### src/rtl/filter_out_sink.sv
// filter_out_sink: capture stage for the filter unit's output stream.
// Each accepted capture writes one sample into a first-word-fall-through FIFO
// that a downstream consumer drains with a valid/ready handshake.
// Captures that arrive while the FIFO is full and nothing is being popped are
// dropped. A drop sets a sticky overflow flag and bumps a saturating counter.
//
// Parameters:
//   DATABITS  - sample width (matches the filter output width)
//   DEPTH     - FIFO depth in words, power of two, >= 2
//   EDGE_MODE - 1: capture on each 0->1 edge of data_valid_in
//               0: capture on every cycle data_valid_in is high
// Ports:
//   clk           - clock, rising edge
//   rst           - synchronous active-high reset, highest priority
//   clr_in        - synchronous flush of FIFO, flags and counters
//   data_in       - filtered sample
//   data_valid_in - sample qualifier from the filter
//   ready_in      - downstream consumer ready
//   data_out      - FIFO head word (don't-care while valid_out is low)
//   valid_out     - FIFO not empty
//   count_out     - FIFO occupancy, 0..DEPTH
//   overflow_out  - sticky: at least one capture was dropped
//   drop_cnt_out  - number of dropped captures, saturates at 255
module filter_out_sink #(
  parameter int unsigned DATABITS  = 16,
  parameter int unsigned DEPTH     = 8,
  parameter int unsigned EDGE_MODE = 1
) (
  input  logic                       clk,
  input  logic                       rst,
  input  logic                       clr_in,
  input  logic [DATABITS-1:0]        data_in,
  input  logic                       data_valid_in,
  input  logic                       ready_in,
  output logic [DATABITS-1:0]        data_out,
  output logic                       valid_out,
  output logic [$clog2(DEPTH):0]     count_out,
  output logic                       overflow_out,
  output logic [7:0]                 drop_cnt_out
);

  localparam int unsigned PtrW = $clog2(DEPTH);
  localparam int unsigned CntW = PtrW + 1;

  logic [DATABITS-1:0] mem [DEPTH];
  logic [PtrW-1:0]     rd_ptr_q, rd_ptr_d;
  logic [PtrW-1:0]     wr_ptr_q, wr_ptr_d;
  logic [CntW-1:0]     count_q, count_d;
  logic                overflow_q, overflow_d;
  logic [7:0]          drop_cnt_q, drop_cnt_d;
  logic                vin_q;

  logic capture, pop, push, full, drop;

  // Capture rule.
  if (EDGE_MODE != 0) begin : g_edge
    assign capture = data_valid_in & ~vin_q;
  end else begin : g_level
    assign capture = data_valid_in;
  end

  assign full = (count_q == CntW'(DEPTH));
  assign pop  = valid_out & ready_in;
  // A pop in the same cycle frees the slot, so a full FIFO still accepts.
  assign push = capture & (~full | pop);
  assign drop = capture & full & ~pop;

  always_comb begin
    rd_ptr_d    = rd_ptr_q;
    wr_ptr_d    = wr_ptr_q;
    count_d     = count_q;
    overflow_d  = overflow_q;
    drop_cnt_d  = drop_cnt_q;
    if (pop) begin
      rd_ptr_d = rd_ptr_q + 1'b1;
    end
    if (push) begin
      wr_ptr_d = wr_ptr_q + 1'b1;
    end
    unique case ({push, pop})
      2'b10:   count_d = count_q + 1'b1;
      2'b01:   count_d = count_q - 1'b1;
      default: count_d = count_q;
    endcase
    if (drop) begin
      overflow_d = 1'b1;
      if (drop_cnt_q != 8'hFF) begin
        drop_cnt_d = drop_cnt_q + 8'd1;
      end
    end
  end

  always_ff @(posedge clk) begin
    if (rst) begin
      rd_ptr_q   <= '0;
      wr_ptr_q   <= '0;
      count_q    <= '0;
      overflow_q <= 1'b0;
      drop_cnt_q <= '0;
      vin_q      <= 1'b0;
    end else if (clr_in) begin
      rd_ptr_q   <= '0;
      wr_ptr_q   <= '0;
      count_q    <= '0;
      overflow_q <= 1'b0;
      drop_cnt_q <= '0;
      // Track the live input so a level held across the flush is not a new edge.
      vin_q      <= data_valid_in;
    end else begin
      rd_ptr_q   <= rd_ptr_d;
      wr_ptr_q   <= wr_ptr_d;
      count_q    <= count_d;
      overflow_q <= overflow_d;
      drop_cnt_q <= drop_cnt_d;
      vin_q      <= data_valid_in;
    end
  end

  // Storage has no reset; occupancy alone says which words are meaningful.
  always_ff @(posedge clk) begin
    if (!rst && !clr_in && push) begin
      mem[wr_ptr_q] <= data_in;
    end
  end

  // Head is read from storage only, never bypassed from data_in.
  assign data_out     = mem[rd_ptr_q];
  assign valid_out    = (count_q != '0);
  assign count_out    = count_q;
  assign overflow_out = overflow_q;
  assign drop_cnt_out = drop_cnt_q;

endmodule

### config.mk
export PLATFORM = sky130hd
export DESIGN_NAME = filter_out_sink
export DESIGN_NICKNAME = d
export VERILOG_FILES = /design/src/rtl/filter_out_sink.sv
export SDC_FILE = /design/constraint.sdc
export NUM_CORES = 1
export LEC_CHECK = 0
export ABC_CLOCK_PERIOD_IN_PS = 3400
export BUFFER_PORTS_ARGS = -buffer_cell sky130_fd_sc_hd__buf_2
export CORE_ASPECT_RATIO = 0.7
export CORE_UTILIZATION = 53
export CTS_CLUSTER_DIAMETER = 200
export DETAILED_ROUTE_END_ITERATION = 16
export PLACE_DENSITY = 0.82
export SYNTH_ARGS = -nofsm -noshare
export SYNTH_HDL_FRONTEND = slang
export SYNTH_SLANG_ARGS = --single-unit
export TNS_END_PERCENT = 30
### constraint.sdc
create_clock -name clk -period 3.4 [get_ports clk]
set_input_delay 1.02 -clock clk [delete_from_list [all_inputs] [get_ports clk]]
set_output_delay 1.02 -clock clk [all_outputs]
set_load 0.02 [all_outputs]
==> results.ini, run 1 <==
[flow_run]
drv_cap = 0

[clocking]
clk_latency_ns = 0.42
cts.sinks = 151
ctsHoldBuffers = 0
numCtsBuffers = 17
h-tree-depth = 4
cts_setup_buffers = 0
cts_buffer_depth = 2
cts_resized = 0
cts-root-buf = clkbuf_16
cts.clk_slew.worst_paths_ns = 0.06
cts_tree = done

[synthesis]
avgSynthCellArea_um2 = 18.78
synth_edf_count = 128
synthTopCellsByArea = edfxtp_1, mux4_2, dfxtp_1
synth_cell_types = 42
ys_seq_area_share_pct = 72.07
netlist_top_cells_count = edfxtp_1, mux4_2, dfxtp_1
netlist.area_leader.share_pct = 64.36
synth-compound-area-share_pct = 2.787
synthXorXnorAreaFrac_pct = 1.173
synth-adder-area-share_pct = 0.8380
async_flop_share_pct = 0
netlist_area_um2 = 5972
synth_top_family_by_area = multiplexers
ys_ff_latch = 151
yosysWarningCount = 0
ys.flop_type = edfxtp_1
netlist_instances = 318
synth_mux_area_share_pct = 16.26
synth_nets = 343
yosys.area_share.simple_pct = 5.280
post-synth-top-count-cell = edfxtp_1
synth_top_cell_by_area = edfxtp_1

[timing]
post-route-period-util_pct = 90.08
tightest_slew_ns = 0.7087
fin_hold_ws_ns = 0.4651
finalSetupViolations = 0
tns_ns = 0
max_clock_freq_mhz = 326.5
relSlewSlack_pct = 52.24
layout_min_cycle_time_ns = 3.063
rsz0062_at_grt = no
hold_viol_final = 0
slew_viol_final = 0
clock_skew_ns = 0.009478

[power]
cellPowerDensity_nw_per_um2 = 566.8
power.leakage_nw = 2.378
max-vdd-ir-drop_uv = 333.8

[setup_path]
slowest_stage = mux4_2
cp_max_fo = 16
crit_chain = buf_4 -> mux4_2 -> mux2_2 -> buf_2
path_buf_inv = 2
arrival_ns = 2.04
start_kind = register
end_kind = output pin
critPathRequiredTime_ns = 2.38
critPathTopFamily = multiplexers
slowest_delay_ns = 0.55
crit_type = reg -> out

[placed_design]
port_buffers = 50
place.gp.congestion = 0.7762
hpwlAfterDp_um = 6303

[floorplan]
die_h_um = 90.81
core-area_um2 = 10970
num_rows = 32
start_util_pct = 54.44
io_pins = 51
dieArea_um2 = 11700
fp.dieW_um = 128.9

[routing]
finalWirelength_um = 11100
ant_nets = 0
drcViolationCount = 0
vias = 3132
vias_per_cell = 5.695
wl_per_cell_um = 20.17
drtIter0Drc = 229
dr.pass1.iters = 4

[final_layout]
drive_above_1_share_pct = 38.29
diodes = 0
area_delta_synth_final_pct = 17.60
fin_nets = 409

[global_routing]
grtUsageTotal_pct = 20.64
grt_pass1_vias = 3114
antenna_found_initial = 0
gr-total-overflow = 0
grt_pass1_wl_um = 16960
grt_max_degree = 33

[worst_hold_path]
hp-class = reg -> reg

[status]
status = finished, final reports clean

## worst register-to-register path, delay by kind of cell, from the launching register on
kind	cells	cell delay (ns)
AO/OA/AOI/OAI	2	0.82
flip-flops	1	0.43
adder cells (fa/ha/maj)	1	0.20
XOR/XNOR	1	0.17
multiplexers	1	0.13
AND/OR/NAND/NOR	2	0.36
## worst paths after layout
| check | startpoint | to | slack (ns) | cells past startpoint |
|---|---|---|---|---|
| worst min register to register | overflow_out | overflow_out | 0.47 | 2 |
| worst max register to register | count_out[0] | count_out[2] | 1.17 | 7 |
| worst max-delay path | register | data_out[4] | 0.34 | 4 |
| worst min-delay path | overflow_out | overflow_out | 0.47 | 2 |
## kinds of logic (layout without fill, tap and decap cells)
group	Yosys count	after routing
mux	55	55
flops	151	151
compound gates	24	24
buf+inv	19	98
xor+xnor	8	8
simple gates	57	57
fa+ha+maj	4	4
## through the flow
stage                     cells  setup slack (ns)  util, %  power, mW  area, um^2
after floorplan             318           0.03584        -      2.131        5972
final                       550            0.3373    64.02      3.980        7023
after CTS                   550            0.2957    64.02      4.002        7023
after detailed placement    518            0.6943    58.69      2.178        6439
after global routing        550            0.2300    64.02      4.093        7023
after global placement      518            0.7753    58.69      2.172        6439
## registers in the layout (all words and copies together) (netlist names), named ones only
signal / count
overflow_out: 1
wr_ptr_q: 3
vin_q: 1
rd_ptr_q: 3
mem: 128
drop_cnt_out: 8
count_out: 4
## layout by cell type, fill, tap and decap left out, types with 4 or more instances in the layout
master / instances
edfxtp_1: 128
buf_2: 50
mux4_2: 32
dfxtp_1: 22
nor2_1: 21
clkbuf_16: 17
mux2_2: 16
buf_4: 13
mux2i_1: 7
a21oi_1: 7
or3_1: 6
o21ai_0: 6
inv_6: 5
xor2_1: 4
nand3_1: 4
nand2_1: 4
xnor2_1: 4
ha_1: 4
inv_8: 4
clkinv_4: 4
## layout make-up
cell class / instances / area [um^2]
inverter: 3 / 11.26
clock buffer: 17 / 425.4
timing repair buffer: 63 / 347.8
multi-input combinational: 148 / 1583
clock inverter: 15 / 158.9
sequential: 151 / 4305
fill: 767 / 3948
tap: 153 / 191.4
## report_power, final
| part | switching, mW | internal, mW | total (mW) | leakage (nW) |
|---|---|---|---|---|
| sequential | 0.00721 | 2.01 | 2.02 | 1.34 |
| combinational | 0.0698 | 0.0480 | 0.118 | 0.749 |
| clock | 0.800 | 1.04 | 1.84 | 0.291 |
## metal layers
layer / GRT usage (%) / vias to the layer above / wire length [um]
met4: 7.353 / 0 / 132
met2: 32.39 / 111 / 5610
met5: 0 / - / 0
met3: 6.517 / 16 / 785
li1: - / 1414 / -
met1: 27.27 / 1591 / 4568
(Power assumes the default switching activity.)
==> run 2: changes to the inputs <==
--- a/config.mk
+++ b/config.mk
@@ -5,13 +5,13 @@
 export SDC_FILE = /design/constraint.sdc
 export NUM_CORES = 1
 export LEC_CHECK = 0
-export ABC_CLOCK_PERIOD_IN_PS = 3400
+export ABC_CLOCK_PERIOD_IN_PS = 3900
 export BUFFER_PORTS_ARGS = -buffer_cell sky130_fd_sc_hd__buf_2
 export CORE_ASPECT_RATIO = 0.7
-export CORE_UTILIZATION = 53
+export CORE_UTILIZATION = 63
 export CTS_CLUSTER_DIAMETER = 200
 export DETAILED_ROUTE_END_ITERATION = 16
-export PLACE_DENSITY = 0.82
+export PLACE_DENSITY = 0.91
 export SYNTH_ARGS = -nofsm -noshare
 export SYNTH_HDL_FRONTEND = slang
 export SYNTH_SLANG_ARGS = --single-unit
==> constraint.sdc (replaced) <==
create_clock -name clk -period 3.9 [get_ports clk]
set_input_delay 0.39 -clock clk [delete_from_list [all_inputs] [get_ports clk]]
set_output_delay 0.39 -clock clk [all_outputs]
set_load 0.02 [all_outputs]
==> run 2 against run 1 <==
Sequential power down 13%. Clock-buffer cell count up 4. Register-to-register slack better by 0.27 ns. Global-route usage up 5.7 points. Clock power down 21%. Non-clock buffer count up 3. Die area down 16%. Power down 16%. First-iteration DRC count up 9.6%. Final cell count down 4.7%. Flip-flop and latch count unchanged. Utilization up 12 points. Largest cell class unchanged. Largest power group unchanged.
==> results.ini, run 2 (same netlist as run 1, synthesis figures left out) <==
[final_layout]
final_common_cell = edfxtp_1
largest_reg_flops = 128  ; unchanged
diodes = 0  ; unchanged
fin_nets = 412  ; +0.73%
area_delta_synth_final_pct = 16.34
drive_above_1_share_pct = 36.50  ; -1.8 points
regMostFlops = mem
final_cells = 524  ; -4.7%
final_cell_mix = edfxtp_1, buf_2, mux4_2

[clocking]
ctsHoldBuffers = 0  ; unchanged
cts.sinks = 151  ; unchanged
cts_buffer_depth = 2  ; unchanged
cts_setup_buffers = 0  ; unchanged
clk_latency_ns = 0.42  ; about the same
cts-root-buf = clkbuf_16
cts_tree = done
h-tree-depth = 4  ; unchanged
numCtsBuffers = 17  ; unchanged
cts.clk_slew.worst_paths_ns = 0.05  ; about the same
cts_resized = 0  ; unchanged

[global_routing]
grt_pass1_wl_um = 18260  ; +7.7%
gr-total-overflow = 0  ; unchanged
grt_pass1_vias = 3232  ; +3.8%
grtUsageTotal_pct = 26.36  ; +5.7 points
grt_max_degree = 33  ; unchanged
antenna_found_initial = 0  ; unchanged

[flow_run]
drv_cap = 0  ; unchanged

[floorplan]
start_util_pct = 65.31  ; +11 points
die_h_um = 83.46  ; -8.1%
fp.dieW_um = 118.4  ; -8.2%
num_rows = 29  ; -9.4%
dieArea_um2 = 9879  ; -16%
core-area_um2 = 9144  ; -17%
io_pins = 51  ; unchanged

[timing]
hold_viol_final = 0  ; unchanged
tightest_slew_ns = 0.9561  ; +0.2474 ns
max_clock_freq_mhz = 368.8
post-route-period-util_pct = 69.52
layout_min_cycle_time_ns = 2.711
slew_viol_final = 0  ; unchanged
clock_skew_ns = 0.01161  ; +0.002132 ns
tns_ns = 0  ; unchanged
relSlewSlack_pct = 36.17  ; -16 points
fin_hold_ws_ns = 0.1832  ; -0.2819 ns
finalSetupViolations = 0  ; unchanged
rsz0062_at_grt = no

[power]
p_int_mw = 2.663  ; -14%
p_comb_share_pct = 3.1  ; about the same
power.leakage_nw = 2.353  ; -1.1%
cellPowerDensity_nw_per_um2 = 478.7  ; -16%
p_clk_share_pct = 43.8  ; -2.5 points
max-vdd-ir-drop_uv = 666.6  ; +100%
switching_share_pct = 19.92  ; -2.1 points
p_sw_uw = 662.4  ; -24%
sequentialPowerShare_pct = 53.1  ; +2.3 points

[placed_design]
placed_cells = 492  ; -5.0%
port_buffers = 50  ; unchanged
place.gp.congestion = 0.8034  ; +3.5%
hpwlAfterDp_um = 6965  ; +10%

[worst_hold_path]
hp-class = in -> reg

[routing]
dr.pass1.iters = 4  ; unchanged
drtIter0Drc = 251  ; +9.6%
vias = 3151  ; +0.61%
vias_per_cell = 6.013  ; +5.6%
drcViolationCount = 0  ; unchanged
ant_nets = 0  ; unchanged
finalWirelength_um = 11750  ; +5.9%
wl_per_cell_um = 22.43  ; +11%

[setup_path]
start_kind = register
arrival_ns = 2.32  ; +0.28 ns
end_kind = output pin
critPathRequiredTime_ns = 3.51  ; +1.13 ns
crit_type = reg -> out
cp_max_fo = 16  ; unchanged

[status]
status = finished, final reports clean

[run 2: cell type report]
type                            instances  area [um^2]
Clock buffer                           21        440.4
Clock inverter                         11        82.58
Fill cell                             501         2196
Inverter                                3        11.26
Multi-Input combinational cell        148         1583
Sequential cell                       151         4305
Tap cell                              124        155.1
Timing Repair Buffer                   66        370.4
[run 2: final timing paths]
kind / startpoint / to / slack, ns / cells after the start
setup / recovery: register / data_out[10] / 1.19 / 4
hold / removal: rst / vin_q / 0.18 / 2
setup reg to reg: count_out[0] / mem[3][15] / 1.44 / 5
hold reg to reg: overflow_out / overflow_out / 0.50 / 2
[run 2: worst max-delay path, cell delays in order (launching register included)]
cell     delay (ns)
dfxtp_2        0.51
buf_4          0.38
mux4_2         0.55
mux2_2         0.29
buf_2          0.16
[run 2: through the flow]
stage / worst slack [ns] / total power [mW] / utilization (%) / cell area, um^2
after floorplan: 1.110 / 1.858 / - / 5972
after global placement: 1.613 / 1.894 / 70.27 / 6425
after detailed placement: 1.518 / 1.900 / 70.27 / 6425
after CTS: 1.118 / 3.336 / 75.99 / 6948
after global routing: 1.038 / 3.415 / 75.99 / 6948
final: 1.189 / 3.326 / 75.99 / 6948
[run 2: layer usage]
layer	track usage, %	wire (um)	up-vias
li1	-	-	1421
met1	33.45	4734	1584
met2	44.06	6015	130
met3	8.060	853	16
met4	8.631	149	0
met5	0	0	-
[run 2: power by group through the flow]
stage	Combinational, mW	Clock, mW	Sequential, mW
2_1_floorplan	0.0602	0	1.80
3_3_place_gp	0.0972	0	1.80
3_5_place_dp	0.102	0	1.80
4_1_cts	0.103	1.47	1.76
5_1_grt	0.112	1.54	1.76
6_report	0.104	1.46	1.76
